**config.mk**
```make
export PLATFORM = sky130hd
export DESIGN_NAME = alu_arbiter
export DESIGN_NICKNAME = d
export VERILOG_FILES = /design/src/rtl/alu_arbiter.sv
export SDC_FILE = /design/constraint.sdc
export NUM_CORES = 1
export LEC_CHECK = 0
export BUFFER_PORTS_ARGS = -buffer_cell sky130_fd_sc_hd__buf_2
export CAP_MARGIN = 10
export CORE_AREA = 5 5 164 166
export CTS_CLUSTER_SIZE = 24
export DETAILED_ROUTE_END_ITERATION = 10
export DIE_AREA = 0 0 169 171
export RECOVER_POWER = 25
export SYNTH_ARGS = -nofsm -noshare
export SYNTH_HDL_FRONTEND = slang
export SYNTH_SLANG_ARGS = --single-unit
export TNS_END_PERCENT = 1
```
**constraint.sdc**
```tcl
create_clock -name clk -period 2.68 [get_ports clk]
set_input_delay 0.268 -clock clk [delete_from_list [all_inputs] [get_ports clk]]
set_output_delay 0.268 -clock clk [all_outputs]
set_load 0.02 [all_outputs]
```
**src/rtl/alu_arbiter.sv**
```systemverilog
// Shares one registered ALU among NREQ requesters: one operation at a time, tagged response.
// Define ALU_ARB_FIXED_PRIO_EN for fixed lowest-index priority; default is round-robin.
module alu_arbiter #(
  parameter int WIDTH   = 32,
  parameter int NREQ    = 4,
  parameter int IDW     = 2,
  parameter int TIMEOUT = 15
) (
  input  logic                    clk,
  input  logic                    rst,
  input  logic [NREQ-1:0]         i_req_valid,
  output logic [NREQ-1:0]         o_req_ready,
  input  logic [NREQ*WIDTH-1:0]   i_req_a,
  input  logic [NREQ*WIDTH-1:0]   i_req_b,
  input  logic [NREQ*5-1:0]       i_req_op,
  output logic                    o_rsp_valid,
  input  logic                    i_rsp_ready,
  output logic [IDW-1:0]          o_rsp_id,
  output logic [WIDTH-1:0]        o_rsp_data,
  output logic [2:0]              o_rsp_flags,
  output logic                    o_rsp_err,
  output logic                    o_alu_en,
  output logic [WIDTH-1:0]        o_alu_a,
  output logic [WIDTH-1:0]        o_alu_b,
  output logic [4:0]              o_alu_op,
  input  logic [WIDTH-1:0]        i_alu_data_out,
  input  logic                    i_alu_valid,
  input  logic                    i_alu_z,
  input  logic                    i_alu_g,
  input  logic                    i_alu_l
);

  typedef enum logic [1:0] {
    S_IDLE  = 2'd0,
    S_ISSUE = 2'd1,
    S_WAIT  = 2'd2,
    S_RESP  = 2'd3
  } state_t;

  state_t           r_state;
  state_t           w_state_next;
  logic             w_any;
  logic [IDW-1:0]   w_gnt_id;
  logic [WIDTH-1:0] r_a;
  logic [WIDTH-1:0] r_b;
  logic [4:0]       r_op;
  logic [IDW-1:0]   r_id;
  logic [7:0]       r_cnt;
  logic [7:0]       w_cnt_inc;
  logic             w_timeout;
  logic             r_alu_en;
  logic             r_rsp_valid;
  logic [WIDTH-1:0] r_rsp_data;
  logic [2:0]       r_rsp_flags;
  logic             r_rsp_err;

`ifdef ALU_ARB_FIXED_PRIO_EN
  // Fixed priority: the lowest-index valid requester wins.
  always_comb begin
    w_any    = 1'b0;
    w_gnt_id = '0;
    for (int i = 0; i < NREQ; i++) begin
      w_gnt_id = (i_req_valid[IDW'(i)] && !w_any) ? IDW'(i) : w_gnt_id;
      w_any    = w_any | i_req_valid[IDW'(i)];
    end
  end
`else
  logic [IDW-1:0] r_rr_ptr;
  logic [IDW-1:0] w_idx;

  // Round-robin: search starts one past the last winner, wrapping at NREQ.
  always_comb begin
    w_any    = 1'b0;
    w_gnt_id = '0;
    w_idx    = '0;
    for (int k = 1; k <= NREQ; k++) begin
      w_idx    = IDW'((int'(r_rr_ptr) + k) % NREQ);
      w_gnt_id = (i_req_valid[w_idx] && !w_any) ? w_idx : w_gnt_id;
      w_any    = w_any | i_req_valid[w_idx];
    end
  end

  // Round-robin pointer remembers the last granted requester.
  always_ff @(posedge clk) begin
    if (rst) begin
      r_rr_ptr <= IDW'(NREQ - 1);
    end else if (r_state == S_IDLE && w_any) begin
      r_rr_ptr <= w_gnt_id;
    end else begin
      r_rr_ptr <= r_rr_ptr;
    end
  end
`endif

  assign w_cnt_inc = r_cnt + 8'd1;
  assign w_timeout = (w_cnt_inc == 8'(TIMEOUT));

  // Grant pulse is the same-cycle handshake with the winning requester; held low during reset.
  always_comb begin
    o_req_ready = '0;
    if (r_state == S_IDLE && w_any && !rst) begin
      o_req_ready[w_gnt_id] = 1'b1;
    end else begin
      o_req_ready = '0;
    end
  end

  // FSM state register.
  always_ff @(posedge clk) begin
    if (rst) begin
      r_state <= S_IDLE;
    end else begin
      r_state <= w_state_next;
    end
  end

  // FSM next-state decode.
  always_comb begin
    w_state_next = r_state;
    case (r_state)
      S_IDLE: begin
        if (w_any) w_state_next = S_ISSUE;
        else       w_state_next = S_IDLE;
      end
      S_ISSUE: w_state_next = S_WAIT;
      S_WAIT: begin
        if (i_alu_valid || w_timeout) w_state_next = S_RESP;
        else                          w_state_next = S_WAIT;
      end
      S_RESP: begin
        if (i_rsp_ready) w_state_next = S_IDLE;
        else             w_state_next = S_RESP;
      end
      default: w_state_next = S_IDLE;
    endcase
  end

  // Operand latch, ALU enable pulse, timeout counter and response capture.
  always_ff @(posedge clk) begin
    if (rst) begin
      r_a         <= '0;
      r_b         <= '0;
      r_op        <= 5'd0;
      r_id        <= '0;
      r_cnt       <= 8'd0;
      r_alu_en    <= 1'b0;
      r_rsp_valid <= 1'b0;
      r_rsp_data  <= '0;
      r_rsp_flags <= 3'd0;
      r_rsp_err   <= 1'b0;
    end else begin
      r_alu_en <= 1'b0;
      case (r_state)
        S_IDLE: begin
          if (w_any) begin
            r_a      <= i_req_a[w_gnt_id*WIDTH +: WIDTH];
            r_b      <= i_req_b[w_gnt_id*WIDTH +: WIDTH];
            r_op     <= i_req_op[w_gnt_id*5 +: 5];
            r_id     <= w_gnt_id;
            r_alu_en <= 1'b1;
          end
        end
        S_ISSUE: r_cnt <= 8'd0;
        S_WAIT: begin
          if (i_alu_valid) begin
            r_rsp_data  <= i_alu_data_out;
            r_rsp_flags <= {i_alu_z, i_alu_g, i_alu_l};
            r_rsp_err   <= 1'b0;
            r_rsp_valid <= 1'b1;
          end else if (w_timeout) begin
            r_rsp_data  <= '0;
            r_rsp_flags <= 3'd0;
            r_rsp_err   <= 1'b1;
            r_rsp_valid <= 1'b1;
          end else begin
            r_cnt <= w_cnt_inc;
          end
        end
        S_RESP: begin
          if (i_rsp_ready) r_rsp_valid <= 1'b0;
        end
        default: r_alu_en <= 1'b0;
      endcase
    end
  end

  assign o_alu_en    = r_alu_en;
  assign o_alu_a     = r_a;
  assign o_alu_b     = r_b;
  assign o_alu_op    = r_op;
  assign o_rsp_valid = r_rsp_valid;
  assign o_rsp_id    = r_id;
  assign o_rsp_data  = r_rsp_data;
  assign o_rsp_flags = r_rsp_flags;
  assign o_rsp_err   = r_rsp_err;

endmodule

```
* Word-level counts from Yosys, hierarchy flattened
Cells that the tools add are included.
** Word-level totals
- Output and inout port bits :: 113
- Word-level logic and storage cells :: 91
- Register bits :: 121
- Input port bits :: 319
** Cells by class
- Multipliers :: 1
- Add/subtract/negate cells :: 5
- Bitwise operators :: 4
- Reductions and logical operators :: 20
- Multiplexer cells :: 32
- Shifts and indexed selects :: 3
- Magnitude comparators :: 6
- Equality and inequality tests :: 8
** Operator list (count)
- 128-bit by 8-bit indexed part select with 32-bit output :: 2
- 32-bit 2-to-1 mux :: 2
- 20-bit by 6-bit indexed part select with 5-bit output :: 1
- 8-bit 2-to-1 mux :: 2
- 8-bit case mux with 2 select lines :: 1
- 2-bit by 3-bit < comparator with 1-bit output (second input constant) :: 5
- 1-bit 2-to-1 mux :: 12
- 2-bit 2-to-1 mux :: 5
- 8-bit by 1-bit adder with 8-bit output (second input constant) :: 1
- 1-bit binary-select mux with 2-bit select :: 4
- 8-bit by 4-bit == test with 1-bit output (second input constant) :: 1
- 2-bit case mux with 4 select lines :: 1
- 1-bit logical AND :: 6
- 3-bit 2-to-1 mux :: 2
- 2-bit != test (second input constant) :: 3
- 3-bit AND reduction :: 2
- 2-bit nonzero test :: 3
- 2-bit by 3-bit multiplier with 5-bit output (second input constant) :: 1
- 2-bit by 1-bit adder with 2-bit output (second input constant) :: 2
- 2-bit adder (second input constant) :: 2
- 2-bit == test (second input constant) :: 2
- 1-bit zero test :: 4
- 4-bit 2-to-1 mux :: 1
- 2-bit AND reduction :: 2
- 10 further kinds :: 12

* Logic depth before layout (Yosys ltp)
- Depth after elaboration :: 13
- Depth in mapped cells :: 8
- Depth with buffers taken out :: 7

* Worst setup path before layout
No wires, ideal clock.
- Path type :: register -> register
- Start :: register r_rr_ptr[1]
- End :: register r_a[0], in the netlist o_alu_a[0]
- Buffers on the path :: 3
- Setup time :: 0.117 ns
- Stages on the path, launching flop included :: 9
- Slack :: 0.636 ns
- Period minus slack after synthesis :: 2.044 ns
- Data arrival time :: 1.927 ns
- Data required time :: 2.563 ns
- Cells stage by stage :: dfxtp_1 buf_2 o21ai_0 a21o_1 o221a_2 buf_2 buf_4 mux4_2 a22o_1
** On the way
- Word-level cells in the longest chain between the ends :: 9
- Elaborated cells on any way between the ends :: 27
- Classes of those cells :: 4 x add/sub; 1 x shift; 12 x mux; 3 x bitwise; 7 x reduce/logical
** RTL lines
- start: declaration :: RTL line 68 : logic [IDW-1:0] r_rr_ptr;
- start signal: assignment :: RTL line 86 : r_rr_ptr <= IDW'(NREQ - 1);
- start signal: assignment :: RTL line 88 : r_rr_ptr <= w_gnt_id;
- start signal: assignment :: RTL line 90 : r_rr_ptr <= r_rr_ptr;
- 2-bit by 1-bit adder with 2-bit output or 2-bit adder (tied branches) :: RTL line 77 : w_idx = IDW'((int'(r_rr_ptr) + k) % NREQ);
- 1-bit binary-select mux with 2-bit select :: RTL line 78, 79
- 1-bit 2-to-1 mux (implied by the code) :: RTL line 78, 79
- 1-bit zero test or 1-bit OR (tied branches) :: RTL line 78, 79
- 1-bit logical AND (tied with other cells) :: RTL line 78 : w_gnt_id = (i_req_valid[w_idx] && !w_any) ? w_idx : w_gnt_id;
- 2-bit 2-to-1 mux (tied with other cells) :: RTL line 78
- 2-bit 2-to-1 mux or 1-bit logical AND (tied branches) :: RTL line 78
- 2-bit 2-to-1 mux :: RTL line 78
- 128-bit by 8-bit indexed part select with 32-bit output :: RTL line 156 : r_a <= i_req_a[w_gnt_id*WIDTH +: WIDTH];
- end signal: assignment :: RTL line 156
- end: declaration :: RTL line 44 : logic [WIDTH-1:0] r_a;
Parallel ways exist; a longest one is shown, timed or not. The select of a mux whose other input is x is not followed.
A chain may end at the register's enable or synchronous reset.

* Worst setup path in the final report
- Start :: register r_rr_ptr[1]
- End :: output o_req_ready[2]
** On the way
- Word-level cells in the longest chain between the ends :: 13
- Elaborated cells on any way between the ends :: 33
- Classes of those cells :: 4 x add/sub; 2 x order compare; 15 x mux; 3 x bitwise; 9 x reduce/logical
** RTL lines
- 2-bit by 1-bit adder with 2-bit output or 2-bit adder (tied branches) :: RTL line 77
- 1-bit binary-select mux with 2-bit select :: RTL line 78, 79
- 1-bit 2-to-1 mux (implied by the code) :: RTL line 78, 79
- 1-bit zero test or 1-bit OR (tied branches) :: RTL line 78, 79
- 1-bit logical AND (tied with other cells) :: RTL line 78
- 2-bit 2-to-1 mux (tied with other cells) :: RTL line 78
- 2-bit 2-to-1 mux or 1-bit logical AND (tied branches) :: RTL line 78
- 2-bit 2-to-1 mux :: RTL line 78
- 2-bit by 3-bit < comparator with 1-bit output (implied by the code) or 2-bit by 1-bit >= comparator with 1-bit output (tied branches) :: RTL line 102 : o_req_ready[w_gnt_id] = 1'b1;
- 1-bit logical AND (implied by the code) :: RTL line 102
- 1-bit 2-to-1 mux (implied by the code) :: RTL line 102
- 1-bit demux with 2-bit select :: RTL line 102
- 4-bit 2-to-1 mux * :: RTL line 101 : if (r_state == S_IDLE && w_any && !rst) begin
- end: declaration :: RTL line 12 : output logic [NREQ-1:0] o_req_ready,
Every way passes the cells marked *; elsewhere a longest branch is shown, timed or not. The select of a mux whose other input is x is not followed.

==> run_results.csv <==
group,metric,value,unit
status,status,"finished clean",
floorplan,rows,59,
detailed_routing,drt-initial-drc-count,349,
global_routing,grt_max_degree,55,
floorplan,start_util,23.4,%
timing,fmax,423,MHz
yosys,syn_nets,847,
yosys,synth_ff_type,"dfxtp_1",
setup_path,r2r-start,"r_cnt[3]",
setup_path,crit_path_end_kind,"output pin",
clock_tree,cts_root_buf,"clkbuf_16",
clock_tree,insertion_delay,0.41,ns
detailed_routing,wl_per_cell,19.6,um
power,irDropWorstVdd,0.365,mV
floorplan,fp.dieH,171,um
hold_path,worstHoldEndpoint,"o_rsp_data[29]",
floorplan,die_area,0.0289,mm2
setup_path,reg2regPathDepth,7,
timing,drv_slew,0,
clock_tree,clk_pin_slew,0.07,ns
timing,period_needed,2.36,ns
detailed_routing,drc,0,
timing,period_share,88.2,%
final_layout,drive_gt1_share,52.4,%
timing,setup_violations,0,
setup_path,cp.arrival,2.10,ns
setup_path,critPathRequiredTime,2.41,ns
power,leakage,4.05,nW
yosys,synthesis.area,0.00596,mm2
clock_tree,clock_tree.htree_level_count,4,
floorplan,die_w,169,um
yosys,async_flop_share,0,%
detailed_routing,firstDrtPassIters,4,
hold_path,hold_path_startpoint,"i_alu_data_out[29]",
global_routing,grt_pass1_wl,36.5,mm
yosys,synthCells,526,
clock_tree,clockBufferDepth,2,
timing,fin_skew,0.0114,ns
yosys,synth_top_cell_by_area,"dfxtp_1",
floorplan,design.core.area,0.0255,mm2
timing,max_slew_margin,53.7,%
power,finalPower,6.88,mW
placed_design,dp.final_hpwl,20.3,mm
global_routing,grt_overflow,0,
clock_tree,numClockSinks,121,
detailed_routing,vias,6213,
yosys,synth-edff-count,0,
yosys,synth.distinct_cells,41,
clock_tree,ctsResizeCount,0,
yosys,avgSynthCellArea,11.3,um2
hold_path,min_delay_path_depth,3,
timing,rsz0062_at_grt,"false",
setup_path,r2r_end,"o_rsp_data[9]",
yosys,yosys.area.top_type_share,40.6,%
setup_path,crit_path_max_fanout,23,
clock_tree,cts_buffers,17,
power,powerDensity,757,mW/mm2
yosys,synthTopCellsByArea,"dfxtp_1 (41%), mux4_2 (26%), a22o_1 (10%)",
global_routing,antenna_found_initial,3,
global_routing,grt_pass1_vias,6351,
clock_tree,postCtsSetupBuffers,0,
global_routing,grt_use_total,16.3,%
final_layout,syn2layout_area_growth,52.3,%
timing,fin_setup_tns,0,ns
yosys,ys_seq_area_share,40.6,%
detailed_routing,wl,25.3,mm
detailed_routing,vias_per_cell,4.81,
floorplan,io_pins,432,
clock_tree,cts_tree,"done",
yosys,yosys_warnings,0,
setup_path,crit_type,"reg2out",
timing,hold_viol,0,
hold_path,hp-class,"in2reg",
final_layout,nets,1264,
setup_path,cp-start-kind,"flop",
yosys,synth_seq_cells,121,
clock_tree,cts_hold_buf,0,
detailed_routing,ant_nets,0,
timing,tightest_slew,0.694,ns
setup_path,rrSetupSlack,0.36,ns
placed_design,gp_congestion,0.892,
placed_design,portBuffers,431,
run,cap_violations,0,
[synth_stat cells (2+ instances only)]
library cell / instances
a21oi_1: 44
nand2b_1: 7
buf_2: 4
buf_4: 8
nor2_1: 11
dfxtp_1: 121
a22o_1: 70
nand3_1: 8
and3_1: 6
o21ai_0: 42
nor2b_1: 3
buf_1: 5
mux4_2: 69
a22oi_1: 2
mux2i_1: 3
ha_1: 2
nand3b_1: 2
a21o_1: 2
xor2_1: 4
nand2_1: 47
nor3_1: 6
a31oi_1: 3
clkbuf_1: 33
inv_1: 7
[report_power, final]
group / switching [mW] / internal, mW
registers: 0.185 / 2.08
clock network: 0.935 / 1.35
logic: 1.25 / 1.08
total: 2.36 / 4.51
[metrics by stage]
step                      setup WS [ns]  area, um2  cells  utilization (%)  hold WS (ns)
after floorplan                   0.636       5960    526                -         0.408
after global placement            0.492       8560   1259             33.6         0.455
after detailed placement          0.396       8560   1259             33.6         0.459
after CTS                         0.276       9150   1291             35.9        0.0733
after global routing              0.115       9080   1292             35.6        0.0792
final                             0.315       9080   1293             35.7        0.0948
[worst max path at each step]
stage	slack, ns	end	from
2_1_floorplan	0.64	o_alu_a[0]	r_rr_ptr[1]
3_3_place_gp	0.49	o_rsp_data[15]	r_cnt[3]
3_5_place_dp	0.40	o_rsp_data[8]	r_cnt[0]
4_1_cts	0.28	o_req_ready[2]	r_rr_ptr[1]
5_1_grt	0.12	o_rsp_data[13]	r_cnt[3]
6_report	0.32	o_req_ready[2]	r_rr_ptr[1]
[final cells by class]
class                           count  area (um2)
Antenna cell                        2        5.00
Clock buffer                       19         453
Clock inverter                     13         135
Fill cell                        2643       16400
Inverter                            8        30.0
Multi-Input combinational cell    346        3310
Sequential cell                   121        2420
Tap cell                          335         419
Timing Repair Buffer              449        2310
[layer usage]
layer	part of all wire [%]	track usage (%)	routed length, um
met3	8.8	4.94	2230
met1	39	20.7	9820
met4	2.6	5.85	671
met5	0.051	0	13
met2	50	26.3	12600
[cell families (layout without fill, tap and decap cells)]
family,Yosys count,count (layout),share of synthesized area [%]
xor gates and xnor gates,4,4,0.588
adders and majority gates,2,2,0.420
other,0,2,0
DFF,121,121,40.6
AOI/OAI and AO/OA,174,174,20.1
and+or+nand+nor,94,94,7.24
muxes,72,72,26.6
buffers and inverters,59,489,4.43
[registers in the layout, indices dropped and copies added, names as in the netlist]
signal	count
o_alu_a	32
o_alu_b	32
o_rsp_data	32
r_cnt	8
o_alu_op	5
o_rsp_flags	3
o_rsp_id	2
r_rr_ptr	2
r_state	2
o_alu_en	1
o_rsp_err	1
o_rsp_valid	1
[critical path, cell delays in order (launching register included)]
cell,delay (ns)
dfxtp_1,0.48
mux2i_1,0.31
o221a_4,0.31
buf_12,0.22
and3_1,0.18
buf_2,0.16
[cell usage in the layout (no fill, tap or decap), types with 4 or more instances in the layout]
master,n
a21oi_1,42
a22o_1,70
and3_1,6
buf_12,7
buf_2,373
buf_4,11
clkbuf_1,58
clkbuf_16,17
clkinv_4,4
dfxtp_1,121
inv_1,7
inv_6,5
mux4_2,69
nand2_1,47
nand2b_1,7
nand3_1,8
nor2_1,10
nor3_1,6
o21ai_0,42
xor2_1,4
(Power assumes the default switching activity.)
